File: src/rtl/seg_to_num.sv
// Seven-segment digit stream to binary: four active-low digits per frame,
// thousands first, decoded and accumulated into a 14-bit value.
module seg_to_num (
  input  logic        clk,
  input  logic        rst,
  input  logic [6:0]  seg_in,
  input  logic        seg_sof,
  input  logic        seg_valid,
  output logic        seg_ready,
  output logic [13:0] num,
  output logic        num_valid,
  output logic        err
);

  typedef enum logic {
    COLLECT,
    DONE
  } state_t;

  state_t      state;
  logic [1:0]  idx;
  logic [13:0] acc;
  logic        ferr;

  logic [3:0]  digit;
  logic        illegal;
  logic        take;
  logic        first;
  logic        last;
  logic [13:0] base;
  logic [13:0] acc_next;
  logic        ferr_next;

  always_comb begin
    digit   = 4'd0;
    illegal = 1'b0;
    case (seg_in)
      7'b0000001: digit = 4'd0;
      7'b1001111: digit = 4'd1;
      7'b0010010: digit = 4'd2;
      7'b0000110: digit = 4'd3;
      7'b1001100: digit = 4'd4;
      7'b0100100: digit = 4'd5;
      7'b0100000: digit = 4'd6;
      7'b0001111: digit = 4'd7;
      7'b0000000: digit = 4'd8;
      7'b0000100: digit = 4'd9;
      default:    illegal = 1'b1;
    endcase
  end

  assign seg_ready = (state == COLLECT);
  assign take      = seg_valid && seg_ready;

  // A sof mid-frame restarts the frame; a missing sof on digit 0 is a fault.
  assign first     = (idx == 2'd0) || seg_sof;
  assign base      = first ? 14'd0 : acc;
  assign acc_next  = (base << 3) + (base << 1) + {10'd0, digit};
  assign ferr_next = (first ? ~seg_sof : ferr) | illegal;
  assign last      = !first && (idx == 2'd3);

  always_ff @(posedge clk) begin
    if (rst) begin
      state     <= COLLECT;
      idx       <= 2'd0;
      acc       <= 14'd0;
      ferr      <= 1'b0;
      num       <= 14'd0;
      err       <= 1'b0;
      num_valid <= 1'b0;
    end else begin
      num_valid <= 1'b0;
      unique case (state)
        COLLECT: begin
          if (take) begin
            acc  <= acc_next;
            ferr <= ferr_next;
            if (last) begin
              state     <= DONE;
              idx       <= 2'd0;
              num_valid <= 1'b1;
              num       <= ferr_next ? 14'd0 : acc_next;
              err       <= ferr_next;
            end else begin
              idx <= first ? 2'd1 : idx + 2'd1;
            end
          end
        end
        DONE: begin
          state <= COLLECT;
          idx   <= 2'd0;
        end
        default: state <= COLLECT;
      endcase
    end
  end

endmodule
File: config.mk
export PLATFORM = sky130hd
export DESIGN_NAME = seg_to_num
export DESIGN_NICKNAME = d
export VERILOG_FILES = /design/src/rtl/seg_to_num.sv
export SDC_FILE = /design/constraint.sdc
export NUM_CORES = 1
export LEC_CHECK = 0
export ABC_AREA = 1
export CORE_UTILIZATION = 45
export CTS_CLUSTER_SIZE = 16
export DETAILED_ROUTE_END_ITERATION = 16
export PLACE_DENSITY = 0.71
export SKIP_CTS_REPAIR_TIMING = 1
export SLEW_MARGIN = 20
export SYNTH_ARGS = -nofsm -noshare
export SYNTH_HDL_FRONTEND = slang
export SYNTH_SLANG_ARGS = --single-unit
File: constraint.sdc
create_clock -name clk -period 3 [get_ports clk]
set_input_delay 0.9 -clock clk [delete_from_list [all_inputs] [get_ports clk]]
set_output_delay 0.9 -clock clk [all_outputs]
set_load 0.1 [all_outputs]
==> summary.txt <==
Logic synthesis
  – Register bit total from synthesis: 32
  – Avg Cell Area, Syn: between 6 and 7 um2
  – Register area share after synthesis: 27.2%
  – Yosys warning total: 0
  – Syn Std Cell Area: 2350 um2
  – Post-Syn Nets: 387
  – Yosys cell types: 32
  – Cell count after synthesis: 350

Power and ir drop
  – Overall Power: approximately 0.93 mW
  – Pwr dens: 285 nW/um2
  – Max VDD drop: between 0.00015 and 0.0002 V
  – Leakage: 1.66 nW

GRT
  – Total Routing Usage GR: around 22%
  – M1 GR Usage: 25.0%
  – Met3 GRT Util: roughly 3.8%
  – First-pass GRT wire length: 9.41 mm
  – Largest net degree at the start of global routing: 28
  – GRT busiest layer: met2
  – Met2 usage: 41.4%
  – Initial antenna violation count: 0
  – Vias in the first global route: between 2,000 and 2,500
  – GRT Residual Overflow: 0

Setup path
  – End of the critical path: num[10]
  – CP Class: input port to flop
  – WP buf/inv: 3
  – Critical path depth: 18
  – Crit. End Element: flop
  – Worst Path Max Fanout: 4
  – Critical path's largest stage delay: 410 ps
  – Number of cells on the worst reg-to-reg path: 14
  – Critical Path AT: 3200 ps
  – CP max-delay cell: fa_2
  – CP cell instances: dlymetal6s2s_1, buf_4, nand2_2, nor2_2, nand2_1, nand2_1, nor2_2, inv_2, ha_4, ha_4, fa_2, nand2_2, nand3_2, nand3_2, nand3_1, nand2_2, nand4_2, a21oi_2
  – Worst setup SP type: input port
  – Worst r2r dst: num[10]
  – CP most frequent cell: nand2_2
  – RR Startpoint: idx[0]
  – Reg2Reg Setup Slack: about 170 ps
  – Setup crit start: seg_in[0]
  – Top Family by Delay on Critical Path: simple AND/OR/NAND/NOR gates
  – Worst Path Required: 3230 ps

Cells and area
  – Layout cells sized above 1: 32.3%
  – Most common cell after layout, fill and taps aside: nand2_1
  – N_diodes: 0
  – Post-layout util: roughly two thirds
  – Commonest non-fill, non-tap cells in the layout: 72 x nand2_1, 56 x buf_4, 52 x inv_1
  – Area Growth Syn to Fin: 39.2%
  – Fillcell total: 432
  – Non-filler instance count after layout: 482
  – Total Nets Final: 451

Detailed routing
  – DR vias: 2,432
  – DRC Markers: 0
  – Total iterations of the first detailed-routing run: 4
  – Final ANT Viol Nets: 0
  – Routed len/inst: 13.0 um
  – Vias per cell: 5.05
  – Post-Route WL: 6.26 mm
  – 1st-iter DRT viols: 85

Clock network
  – Clock Latency Late Sink: 290 ps
  – Maximum clock path buffer count: 2
  – CTS Root Cell: clkbuf_8
  – Htree depth: 2
  – CTS tree: built
  – Cts bufs inserted: 5
  – Clock Sinks: 32
  – Clock slew at reported path FFs: 60 ps

Timing
  – Final Max Slew Viols: 0
  – Final period util: approximately 99%
  – Crit path time final: 2970 ps
  – Final setup skew: between 6 and 7 ps
  – Setup violators final: 0
  – Max_slew headroom: 70.1%
  – Hold Vio Cnt, Final: 0
  – Max Fclk: 336 MHz
  – Actual slew at the worst max-slew pin: 448 ps

Placed design
  – Post-Place Cells: 470
  – Gpl congestion: 0.816
  – HPWL Detailed: ~4.5 mm
  – Port bufs: 27

Status
  – Outcome: finished clean

Floorplanning
  – Die Ht: 74.3 um
  – CORE AREA: 4880 um2
  – Chip Width: 74.3 um
  – Effective utilization at floorplan: 48.3%
  – I/O pin total: 28
  – FP Rows: 25
  – Die area: 5530 um2

Run
  – Max Cap Violations: 0

Hold path
  – Hold Crit Class: flop to flop
  – Hold_sp: num[2]
==> metal layers <==
metal	wire, um	vias up
met5	0	-
met4	136	0
met3	159	11
met2	3400	48
met1	2560	1122
li1	-	1251
==> kinds of logic after synthesis <==
| kind of cell | Yosys count | share of synthesized area, % |
|---|---|---|
| AOI/OAI and AO/OA | 53 | 12.1 |
| xor gates and xnor gates | 6 | 2.23 |
| adders and majority gates | 26 | 14.5 |
| buffers and inverters | 69 | 12.1 |
| DFF | 32 | 27.2 |
| and+or+nand+nor | 164 | 31.9 |
==> worst min-delay path by stage <==
stage               slack [ps]     end  cells past startpoint
global placement           440  acc[3]                      2
floorplan                  430  acc[1]                      2
finish                     460  num[2]                      2
detailed placement         450  acc[1]                      2
global route               480  num[1]                      2
CTS                        460  acc[1]                      2
==> through the flow <==
step | setup slack [ps] | hold WS [ps] | TNS, ps | cell area [um2]
floorplan | 38.7 | 430 | 0 | 2370
global placement | -623 | 440 | -9800 | 2890
detailed placement | -666 | 450 | -10660 | 2890
CTS | -367 | 465 | -4490 | 2980
global route | -52.3 | 483 | -186 | 3280
finish | 26.3 | 463 | 0 | 3280
==> worst reg2reg max path: cells and delay by family (launching register included) <==
family,cells,cell delay (ps)
AND/OR/NAND/NOR,8,910
adder cells (fa/ha/maj),3,1210
flip-flops,1,350
buffers and inverters,2,160
AO/OA/AOI/OAI,1,130
==> area by class of cell <==
| type | instances | area, um2 | share of cell area (%) |
|---|---|---|---|
| inverters | 59 | 225 | 6.87 |
| repair buffers | 67 | 533 | 16.3 |
| clock buffers | 8 | 90.1 | 2.75 |
| well taps | 67 | 83.8 | 2.56 |
| multi-input cells | 249 | 1700 | 52.0 |
| flip-flops and latches | 32 | 641 | 19.5 |
==> report_power, final <==
part	internal, mW	total (mW)	switching (mW)
clock network	0.187	0.345	0.158
logic	0.0607	0.149	0.0881
registers	0.437	0.441	0.00400
total	0.684	0.934	0.250
==> flip-flops by register name (all words and copies together), names as in the netlist <==
register / flops
acc: 13
idx: 2
ferr: 1
num: 14
num_valid: 1
err: 1
==> Yosys cell counts (all sizes together) <==
cell type	count	share of area (%)
a21oi	34	7.5
xnor2	2	0.74
inv	58	9.2
fa	2	1.7
nor3	2	0.43
o21ai	14	3.0
a211oi	1	0.32
o21bai	1	0.32
xor2	4	1.5
nand3	19	4.6
dfxtp	32	27
nand2	82	13
clkinv	1	0.21
ha	24	13
buf	3	1.3
nand4	17	5.3
nand3b	1	0.32
or2	2	0.53
nor2	41	7.4
clkbuf	7	1.3
o21a	1	0.32
o211ai	2	0.64
Power figures use the tool's default switching activity.
==> RTL edit: new RTL, same flow settings <==
Reset style: asynchronous (`rst`), changed in one clocked block.
--- a/src/rtl/seg_to_num.sv
+++ b/src/rtl/seg_to_num.sv
@@ -59,7 +59,7 @@
   assign ferr_next = (first ? ~seg_sof : ferr) | illegal;
   assign last      = !first && (idx == 2'd3);
 
-  always_ff @(posedge clk) begin
+  always_ff @(posedge clk or posedge rst) begin
     if (rst) begin
       state     <= COLLECT;
       idx       <= 2'd0;
Function: changed (Yosys sat finds a counterexample within 10 cycles, from zero or initial values and one cycle with rst high; the reset may be asserted at any time).
==> RTL edit against the unedited design <==
Wire length decreased by 1.1%; highest routed layer unchanged; final area increased by 4.5%; critical path type unchanged; via count down 0.99%; synthesized cell count fell by 1.1%; non-clock buffer count grew 7; sequential cell count unchanged; setup slack improved by 0.10 ns; area after synthesis is 3.3% higher; first-iteration DRC count up 39%; clock skew rose by 0.0013 ns; largest cell class unchanged.
Power is not compared: it rests on default switching activity, and its combinational part moved more than twofold at a synthesized area within 25%.
==> RTL edit: results (changes against the unedited design) <==
- Status: finished clean
- Cells on worst reg2reg path: 16 (+2)
- Root buf cell: clkbuf_8
- Max Clock Skew: 0.00739 ns (+0.00133 ns)
- Min-delay worst type: flop to flop
- Family with the most delay on the worst path: simple AND/OR/NAND/NOR gates
- Pin count of the biggest net entering global routing: 33 (+18%)
- Placed cells: 483 (+2.8%)
- Non-Filler Instances: 494 (+2.5%)
- Worst-path clk slew: 0.07 ns
- GRT Util Overall: 0.225 (+0.00123)
- Nets@finish: 460 (+2.0%)
- Vias in the first global route: 2,228 (-0.27%)
- Clk_lat worst skew: 0.28 ns
- Port bufs: 27 (unchanged)
- Hold depth: 2 (unchanged)
- Inserted Clock Buffers: 5 (unchanged)
- Dpl ws: -0.672 ns (-0.00560 ns)
- Synth Warn #: 0 (unchanged)
- Layout cell share with drive strength beyond 1: 0.297 (-0.0257)
- Synth Flop Type: dfrtp_1
- Crit-path max cell delay: 0.35 ns (-0.06 ns)
- Post-synth cell types: 24 (-25%)
- DRT iter0 DRCs: 118 (+39%)
- CP max FO: 6 (+2)
- Drt total wl: 6.19 mm (-1.1%)
- Static leakage: 0.00191 µW
- Synthesized area per cell: 7.03 µm² (+4.5%)
- Async SR Flop Fraction: 1.00 (+1.00)
- Commonest cells post-synth: 106 x nand2_1, 61 x inv_1, 37 x nor2_1, 32 x dfrtp_1, 24 x ha_1
- Worst VDD drop: 586 µV
- Biggest registers after layout: num: 14 flops, acc: 13 flops, idx: 2 flops
- H-tree Lvls: 2 (unchanged)
- Initial antenna violation count: 0 (unchanged)
- Register area share after synthesis: 0.329 (+0.0572)
- Filler cells: 435 (+0.69%)
- CP arrival: 3.05 ns (-0.15 ns)
- Mapped Nets: 383 (-1.0%)
- Worst slew pin tran: 0.468 ns (+0.0202 ns)
- Clock tree buffer depth: 2 (unchanged)
- Most area-consuming cells after synthesis: dfrtp_1 33%, nand2_1 16%, ha_1 12%
- Final HPWL DP: 4.70 mm (+5.1%)
- DRT Pass-1 Iters: 4 (unchanged)
- Vias post-DR: 2,408 (-0.99%)
- Slowest cell on crit path: fa_2
- Gpl congestion: 0.848 (+3.9%)
- Global-route wire length before repair: 9.64 mm (+2.4%)
- Diodes inserted: 0 (unchanged)
- Placed Area: 0.00307 mm² (+6.4%)
RTL edit: cell types whose count changed in the layout (fill, tap and decap cells not counted), sizes merged, moves of 5 or more:
cell    change
dfxtp      -32
inv         +5
clkbuf      -5
o21bai      +7
a21oi      -27
buf         +7
dfrtp      +32
nand2      +25
RTL edit: where the power goes:
part	internal (µW)	leakage, µW	switching [µW]
clock network	246	0.0000552	158
logic	200	0.00144	589
registers	500	0.000418	41.0
RTL edit: final timing paths:
check | from | endpoint | slack [ns]
worst max register to register | idx[0] | num[10] | 0.24
max in group asynchronous | rst | num[3] | 1.70
min in group asynchronous | rst | idx[0] | 1.00
worst max-delay path | seg_in[4] | num[10] | 0.13
worst min register to register | num[2] | num[2] | 0.48
worst min-delay path | num[2] | num[2] | 0.48
RTL edit: layout make-up:
class	instances	area, µm²	share of cell area
Clock buffer	6	72.6	0.0212
Sequential cell	32	801	0.234
Timing Repair Buffer	74	601	0.175
Tap cell	70	87.6	0.0256
Inverter	63	239	0.0698
Multi-Input combinational cell	247	1590	0.464
Clock inverter	2	35.0	0.0102
RTL edit: logic make-up (layout without fill, tap and decap cells):
family,Yosys count,count (layout),share of synthesized area
AND/OR/NAND/NOR,183,183,0.325
AO/OA/AOI/OAI,33,33,0.0818
flip-flops,32,32,0.329
adder cells (fa/ha/maj),26,26,0.140
buffers and inverters,67,145,0.106
XOR/XNOR,5,5,0.0180
RTL edit: per-layer routing:
metal	GRT usage	part of all wire	vias to the layer above
met5	0	0	-
met4	0.0535	0.017	0
met3	0.0370	0.024	13
met2	0.418	0.53	40
met1	0.271	0.42	1112
li1	-	-	1243
